`config.mk`:
```
export PLATFORM = sky130hd
export DESIGN_NAME = operand_fetch_flat
export DESIGN_NICKNAME = d
export VERILOG_FILES = /design/src/rtl/operand_fetch_pkg.sv /design/src/rtl/operand_fetch_if.sv /design/src/rtl/operand_fetch_register_file.sv /design/src/rtl/operand_fetch.sv /design/src/flat_wrapper.sv
export SDC_FILE = /design/constraint.sdc
export NUM_CORES = 2
export LEC_CHECK = 0
export BUFFER_PORTS_ARGS = -buffer_cell sky130_fd_sc_hd__buf_2
export CAP_MARGIN = 10
export CORE_ASPECT_RATIO = 1.25
export CORE_MARGIN = 2
export CORE_UTILIZATION = 40
export DETAILED_ROUTE_END_ITERATION = 10
export PLACE_DENSITY = 0.6
export SYNTH_ARGS = -nofsm -noshare
export SYNTH_HDL_FRONTEND = slang
export SYNTH_SLANG_ARGS = --single-unit
```
`constraint.sdc`:
```
create_clock -name clk -period 1.9 [get_ports clk]
set_clock_uncertainty 0.1 [all_clocks]
set_input_delay 0 -clock clk [delete_from_list [all_inputs] [get_ports clk]]
set_output_delay 0 -clock clk [all_outputs]
set_load 0.01 [all_outputs]
```
`src/rtl/operand_fetch_pkg.sv`:
```
// operand_fetch_pkg: shared widths, RV32I field positions and the stage occupancy type
package operand_fetch_pkg;
    localparam int DEF_XLEN   = 32;
    localparam int DEF_NREGS  = 32;
    localparam int REG_X0     = 0;
    localparam int OPCODE_LSB = 0;
    localparam int OPCODE_MSB = 6;
    localparam int RD_LSB     = 7;
    localparam int RD_MSB     = 11;
    localparam int FUNCT3_LSB = 12;
    localparam int FUNCT3_MSB = 14;
    localparam int RS1_LSB    = 15;
    localparam int RS1_MSB    = 19;
    localparam int RS2_LSB    = 20;
    localparam int RS2_MSB    = 24;
    typedef enum logic {SLOT_EMPTY, SLOT_FULL} slot_t;
endpackage

```
`src/rtl/operand_fetch_if.sv`:
```
// operand_fetch_if: upstream fetch handshake and downstream ALU handshake of the operand stage
interface operand_fetch_if #(
    parameter int XLEN = 32
);
    logic            in_valid;
    logic            in_ready;
    logic [31:0]     in_instruction;
    logic [XLEN-1:0] in_pc;
    logic            out_valid;
    logic            out_ready;
    logic [31:0]     out_instruction;
    logic [XLEN-1:0] out_pc;
    logic [XLEN-1:0] op_a;
    logic [XLEN-1:0] op_b;
    modport master (
        output in_valid, in_instruction, in_pc, out_ready,
        input  in_ready, out_valid, out_instruction, out_pc, op_a, op_b
    );
    modport slave (
        input  in_valid, in_instruction, in_pc, out_ready,
        output in_ready, out_valid, out_instruction, out_pc, op_a, op_b
    );
endinterface

```
`src/rtl/operand_fetch_register_file.sv`:
```
// operand_fetch_register_file: architectural registers, two async reads, one sync write, x0 hardwired
module operand_fetch_register_file
    import operand_fetch_pkg::*;
#(
    parameter int XLEN  = DEF_XLEN,
    parameter int NREGS = DEF_NREGS,
    localparam int RIDX = $clog2(NREGS)
) (
    input  logic            clk,
    input  logic            reset_n,
    input  logic [RIDX-1:0] rs1,
    input  logic [RIDX-1:0] rs2,
    output logic [XLEN-1:0] rd1,
    output logic [XLEN-1:0] rd2,
    input  logic            we,
    input  logic [RIDX-1:0] wa,
    input  logic [XLEN-1:0] wd
);
    logic [XLEN-1:0] regs [NREGS];
    // write port; x0 writes are dropped so entry 0 keeps its reset value
    always_ff @(posedge clk or negedge reset_n) begin
        if (!reset_n) begin
            for (int i = 0; i < NREGS; i++) regs[i] <= '0;
        end else if (we && wa != RIDX'(REG_X0)) begin
            regs[wa] <= wd;
        end
    end
    assign rd1 = (rs1 == RIDX'(REG_X0)) ? '0 : regs[rs1];
    assign rd2 = (rs2 == RIDX'(REG_X0)) ? '0 : regs[rs2];
endmodule

```
`src/rtl/operand_fetch.sv`:
```
// operand_fetch: reads rs1/rs2 for the captured instruction and holds it in one register slot for the ALU
module operand_fetch
    import operand_fetch_pkg::*;
#(
    parameter int XLEN  = DEF_XLEN,
    parameter int NREGS = DEF_NREGS,
    localparam int RIDX = $clog2(NREGS)
) (
    input  logic            clk,
    input  logic            reset_n,
    operand_fetch_if.slave  bus,
    input  logic            wb_en,
    input  logic [RIDX-1:0] wb_rd,
    input  logic [XLEN-1:0] wb_data,
    input  logic            flush
);
    slot_t           slot, slot_next;
    logic [31:0]     instr_q;
    logic [XLEN-1:0] pc_q, op_a_q, op_b_q;
    logic [RIDX-1:0] rs1, rs2, held_rs1, held_rs2;
    logic [XLEN-1:0] rf_a, rf_b, fetch_a, fetch_b;
    logic            wb_live, capture, stall, refresh_a, refresh_b;

    assign rs1       = bus.in_instruction[RS1_LSB +: RIDX];
    assign rs2       = bus.in_instruction[RS2_LSB +: RIDX];
    assign held_rs1  = instr_q[RS1_LSB +: RIDX];
    assign held_rs2  = instr_q[RS2_LSB +: RIDX];
    assign wb_live   = wb_en && wb_rd != RIDX'(REG_X0);
    assign capture   = bus.in_valid && bus.in_ready && !flush;
    assign stall     = slot == SLOT_FULL && !bus.out_ready;
    assign fetch_a   = (wb_live && wb_rd == rs1) ? wb_data : rf_a;
    assign fetch_b   = (wb_live && wb_rd == rs2) ? wb_data : rf_b;
    assign refresh_a = stall && wb_live && wb_rd == held_rs1;
    assign refresh_b = stall && wb_live && wb_rd == held_rs2;

    operand_fetch_register_file #(.XLEN(XLEN), .NREGS(NREGS)) u_rf (
        .clk     (clk),
        .reset_n (reset_n),
        .rs1     (rs1),
        .rs2     (rs2),
        .rd1     (rf_a),
        .rd2     (rf_b),
        .we      (wb_en),
        .wa      (wb_rd),
        .wd      (wb_data)
    );

    // occupancy register: EMPTY/FULL is the whole control state
    always_ff @(posedge clk or negedge reset_n) begin
        if (!reset_n) slot <= SLOT_EMPTY;
        else          slot <= slot_next;
    end

    // flush empties the slot; otherwise a capture fills it and an unconsumed entry stays
    always_comb begin
        slot_next = flush ? SLOT_EMPTY : (capture || stall) ? SLOT_FULL : SLOT_EMPTY;
    end

    // handshake outputs; no skid buffer, so upstream sees the downstream ready directly
    always_comb begin
        bus.out_valid = slot == SLOT_FULL;
        bus.in_ready  = slot == SLOT_EMPTY || bus.out_ready;
    end

    // payload: load on capture, otherwise let a stalled entry pick up writebacks to its sources
    always_ff @(posedge clk or negedge reset_n) begin
        if (!reset_n) begin
            instr_q <= '0;
            pc_q    <= '0;
            op_a_q  <= '0;
            op_b_q  <= '0;
        end else if (capture) begin
            instr_q <= bus.in_instruction;
            pc_q    <= bus.in_pc;
            op_a_q  <= fetch_a;
            op_b_q  <= fetch_b;
        end else begin
            if (refresh_a) op_a_q <= wb_data;
            if (refresh_b) op_b_q <= wb_data;
        end
    end

    assign bus.out_instruction = instr_q;
    assign bus.out_pc          = pc_q;
    assign bus.op_a            = op_a_q;
    assign bus.op_b            = op_b_q;
endmodule

```
`src/flat_wrapper.sv`:
```
// flat-port wrapper written by rule: the top's interface ports become plain ports
module operand_fetch_flat import operand_fetch_pkg::*;
#(
    parameter int XLEN  = DEF_XLEN,
    parameter int NREGS = DEF_NREGS,
    localparam int RIDX = $clog2(NREGS)
)
  (clk, reset_n, wb_en, wb_rd, wb_data, flush, bus_in_valid, bus_in_instruction, bus_in_pc, bus_out_ready, bus_in_ready, bus_out_valid, bus_out_instruction, bus_out_pc, bus_op_a, bus_op_b);
  operand_fetch_if #(.XLEN(XLEN)) bus_i ();
  input  logic clk;
  input  logic reset_n;
  input  logic wb_en;
  input  logic [RIDX-1:0] wb_rd;
  input  logic [XLEN-1:0] wb_data;
  input  logic flush;
  input wire logic [$bits(bus_i.in_valid)-1:0] bus_in_valid;
  input wire logic [$bits(bus_i.in_instruction)-1:0] bus_in_instruction;
  input wire logic [$bits(bus_i.in_pc)-1:0] bus_in_pc;
  input wire logic [$bits(bus_i.out_ready)-1:0] bus_out_ready;
  output wire logic [$bits(bus_i.in_ready)-1:0] bus_in_ready;
  output wire logic [$bits(bus_i.out_valid)-1:0] bus_out_valid;
  output wire logic [$bits(bus_i.out_instruction)-1:0] bus_out_instruction;
  output wire logic [$bits(bus_i.out_pc)-1:0] bus_out_pc;
  output wire logic [$bits(bus_i.op_a)-1:0] bus_op_a;
  output wire logic [$bits(bus_i.op_b)-1:0] bus_op_b;
  assign bus_i.in_valid = bus_in_valid;
  assign bus_i.in_instruction = bus_in_instruction;
  assign bus_i.in_pc = bus_in_pc;
  assign bus_i.out_ready = bus_out_ready;
  assign bus_in_ready = bus_i.in_ready;
  assign bus_out_valid = bus_i.out_valid;
  assign bus_out_instruction = bus_i.out_instruction;
  assign bus_out_pc = bus_i.out_pc;
  assign bus_op_a = bus_i.op_a;
  assign bus_op_b = bus_i.op_b;
  operand_fetch #(.XLEN(XLEN), .NREGS(NREGS)) u_core (.clk(clk), .reset_n(reset_n), .bus(bus_i), .wb_en(wb_en), .wb_rd(wb_rd), .wb_data(wb_data), .flush(flush));
endmodule
```
==> results.sh <==
export IMPL_status="finished, violations left"
export IMPL_violations="negative setup slack"
export IMPL_areaGrowthSynthToFinish_pct=23.0
export IMPL_max_slew_margin_pct=23.3
export IMPL_ys_seq_area_share_pct=49.4
export IMPL_clk_pin_slew_ns=0.06
export IMPL_grt_use_met3_pct=4.92
export IMPL_synth_seq_cells=1153
export IMPL_path_cells="xnor2_2 -> nand3_1 -> or4_4 -> buf_12 -> clkbuf_16 -> and3_1 -> a2111o_1"
export IMPL_syn_avg_cell_area_sq_um=14.9
export IMPL_layout_setup_ws_ns=-0.371
export IMPL_max_freq_mhz=440
export IMPL_die_w_um=346
export IMPL_grt_start_max_net_pins=82
export IMPL_synth_cell_type_count=39
export IMPL_drt_wl_total_mm=198
export IMPL_remaining_drc_errors=0
export IMPL_ir_worst_vdd_uv=758
export IMPL_grt_pass1_wl_mm=291
export IMPL_grt_total_usage_pct=26.5
export IMPL_end_kind="flop"
export IMPL_grt_pass1_vias=41800
export IMPL_rows=156
export IMPL_synth_edf_count=0
export IMPL_startpoint_type="flop"
export IMPL_path_buf_inv=2
export IMPL_hp_class="input pin to asynchronous set/reset pin"
export IMPL_clkSinkCount=1153
export IMPL_slowest_stage="or4_4"
export IMPL_cts_root_buf="clkbuf_16"
export IMPL_synth_commonest_cells="dfrtp_1 (1153), mux2_2 (920), mux4_2 (512), clkbuf_1 (284), a22oi_1 (256)"
export IMPL_period_needed_ns=2.27
export IMPL_dp_slack_ns=-0.598
export IMPL_first_iter_violations=3657
export IMPL_power_density_mw_per_mm2=995
export IMPL_clockBufferDepth=3
export IMPL_die_area_sq_mm=0.149
export IMPL_synth_area_top_cells="dfrtp_1 (49%), mux4_2 (20%), mux2_2 (18%)"
export IMPL_routed_via_density=6.22
export IMPL_ys_flop_type="dfrtp_1"
export IMPL_setup_violations=64
export IMPL_synth_area_sq_mm=0.0584
export IMPL_antenna_found_initial=5
export IMPL_dp_hpwl_mm=123
export IMPL_holdWs_ns=0.0301
export IMPL_drive_gt1_share_pct=52.7
export IMPL_worstPathArrival_ns=2.81
export IMPL_hold_viol=0
export IMPL_start_util_pct=40.3
export IMPL_use_met2_pct=43.5
export IMPL_synth_async_reset_ratio_pct=100
export IMPL_crit_type="flop to flop"
export IMPL_post_route_period_util_pct=120
export IMPL_cts_buffers=119
export IMPL_maxSlewViolCount=0
export IMPL_yosysMostFrequentCell="dfrtp_1"
export IMPL_io_pin_count=237
export IMPL_cap_violations=0
export IMPL_cts_tree="yes"
export IMPL_clk_latency_ns=0.77
export IMPL_wl_per_cell_um=31.0
export IMPL_ff_latch_area_sq_mm=0.0289
export IMPL_port_buffers=236
export IMPL_fin_nets=4506
export IMPL_core_sq_mm=0.145
export IMPL_vias=39800
export IMPL_multi_input_comb_area_sq_mm=0.0283
export IMPL_dieHeight_um=431
export IMPL_yosysWarnings=0
export IMPL_syn_inst=3912
export IMPL_tightest_slew_ns=1.15
export IMPL_nFillCells=12100
export IMPL_place_gp_congestion=0.852
export IMPL_drtPass1Iterations=6
export IMPL_p_leak_uw=0.0316
export IMPL_use_met1_pct=35.2
export IMPL_synth_top_area_cell="dfrtp_1"
export IMPL_cp_required_ns=2.44
export IMPL_ant_nets=0
export IMPL_cp_top_family="simple AND/OR/NAND/NOR gates"
export IMPL_grt_overflow=0
export IMPL_syn_num_nets=4019
export IMPL_htreeDepth=3
export IMPL_grt_setup_unrepaired="true"
export IMPL_path_max_fanout=8
export IMPL_top_usage_layer="met2"
export IMPL_synth_top_cell_area_share_pct=49.4
export IMPL_slowest_delay_ns=0.54
==> registers in the layout (all words and copies together), names as in the netlist <==
| register | flops |
|---|---|
| u_core.bus.op_a | 32 |
| u_core.bus.op_b | 32 |
| u_core.bus.out_instruction | 32 |
| u_core.bus.out_pc | 32 |
| u_core.bus.out_valid | 1 |
| u_core.u_rf.regs | 1024 |
==> power by group <==
group / internal [uW] / switching, uW / total (uW) / leakage, uW
sequential: 29300 / 3650 / 32900 / 0.0148
clock: 13600 / 10200 / 23800 / 0.00193
combinational: 9070 / 5690 / 14800 / 0.0149
total: 51900 / 19600 / 71500 / 0.0316
==> worst min-delay path, delay by kind of cell <==
kind	cells	cell delay [ns]
buffers and inverters	3	1.17
==> worst paths after layout <==
check | start | to | slack [ns] | cells past startpoint
worst min-delay path | reset_n | u_core.bus.op_b[6]$_DFFE_PN0P_ | 0.03 | 3
worst max register to register | u_core.bus.out_instruction[17]$_DFFE_PN0N_ | u_core.bus.op_a[25]$_DFFE_PN0P_ | -0.37 | 7
worst min register to register | u_core.u_rf.regs[1018]$_DFFE_PN0P_ | u_core.u_rf.regs[1018]$_DFFE_PN0P_ | 0.30 | 0
min in group clk | wb_rd[3] | u_core.u_rf.regs[982]$_DFFE_PN0P_ | 0.10 | 6
worst max-delay path | u_core.bus.out_instruction[17]$_DFFE_PN0N_ | u_core.bus.op_a[25]$_DFFE_PN0P_ | -0.37 | 7
max in group asynchronous | reset_n | u_core.u_rf.regs[845]$_DFFE_PN0P_ | 0.24 | 3
==> metal layers <==
| layer | wire length (um) | vias to the layer above |
|---|---|---|
| li1 | - | 16100 |
| met1 | 80700 | 21600 |
| met2 | 95400 | 1680 |
| met3 | 14100 | 431 |
| met4 | 7880 | 6 |
| met5 | 33 | - |
==> cells in the final DEF, fill, tap and decap left out, types with 72 or more instances in the layout <==
cell type      synthesis  layout
buf_2                 87     230
a21oi_1              128     117
mux2_2               920     920
buf_4                  2     216
clkbuf_16              0     123
mux4_2               512     512
a22oi_1              256     256
dlygate4sd3_1          0     158
buf_12                 0     190
nand2_1              209     194
dfrtp_1             1153    1153
mux2_1                72      72
==> through the flow <==
stage | instance area, sq um | util [%] | power (uW) | cells | setup TNS, ns
after CTS | 71600 | 49.4 | 71700 | 6383 | -17.73
after floorplan | 58500 | - | 42000 | 3912 | -9.10
after global routing | 71900 | 49.6 | 74500 | 6389 | -21.22
after global placement | 65800 | 45.5 | 46900 | 6001 | -134.86
final | 71900 | 49.6 | 71500 | 6391 | -18.99
after detailed placement | 65800 | 45.5 | 47500 | 6001 | -124.29
==> cell families (layout without fill, tap and decap cells) <==
group	count (synthesis)	count (layout)	share of synthesized area, %
mux	1504	1504	38.8
flops	1153	1153	49.4
compound gates	457	457	5.74
buf+inv	447	1028	3.15
simple gates	331	331	2.58
xor+xnor	20	20	0.300
other cells	0	2	0
==> layout make-up <==
type	count	area share, %
Clock buffer	180	4.92
Sequential cell	1153	40.1
Antenna cell	2	0.00696
Tap cell	1896	3.30
Clock inverter	35	0.524
Inverter	1	0.00522
Multi-Input combinational cell	2312	39.3
Timing Repair Buffer	812	11.8
==> timing repair <==
item | in CTS | in global routing
hold buffers | 158 | 0
resized for setup | 22 | 40
pin swaps | 5 | 2
buffers inserted | 6 | 3
cloned | 3 | 3
setup endpoints to repair | 115 | 80
hold endpoints to repair | 2274 | 0
(Power assumes the default switching activity.)
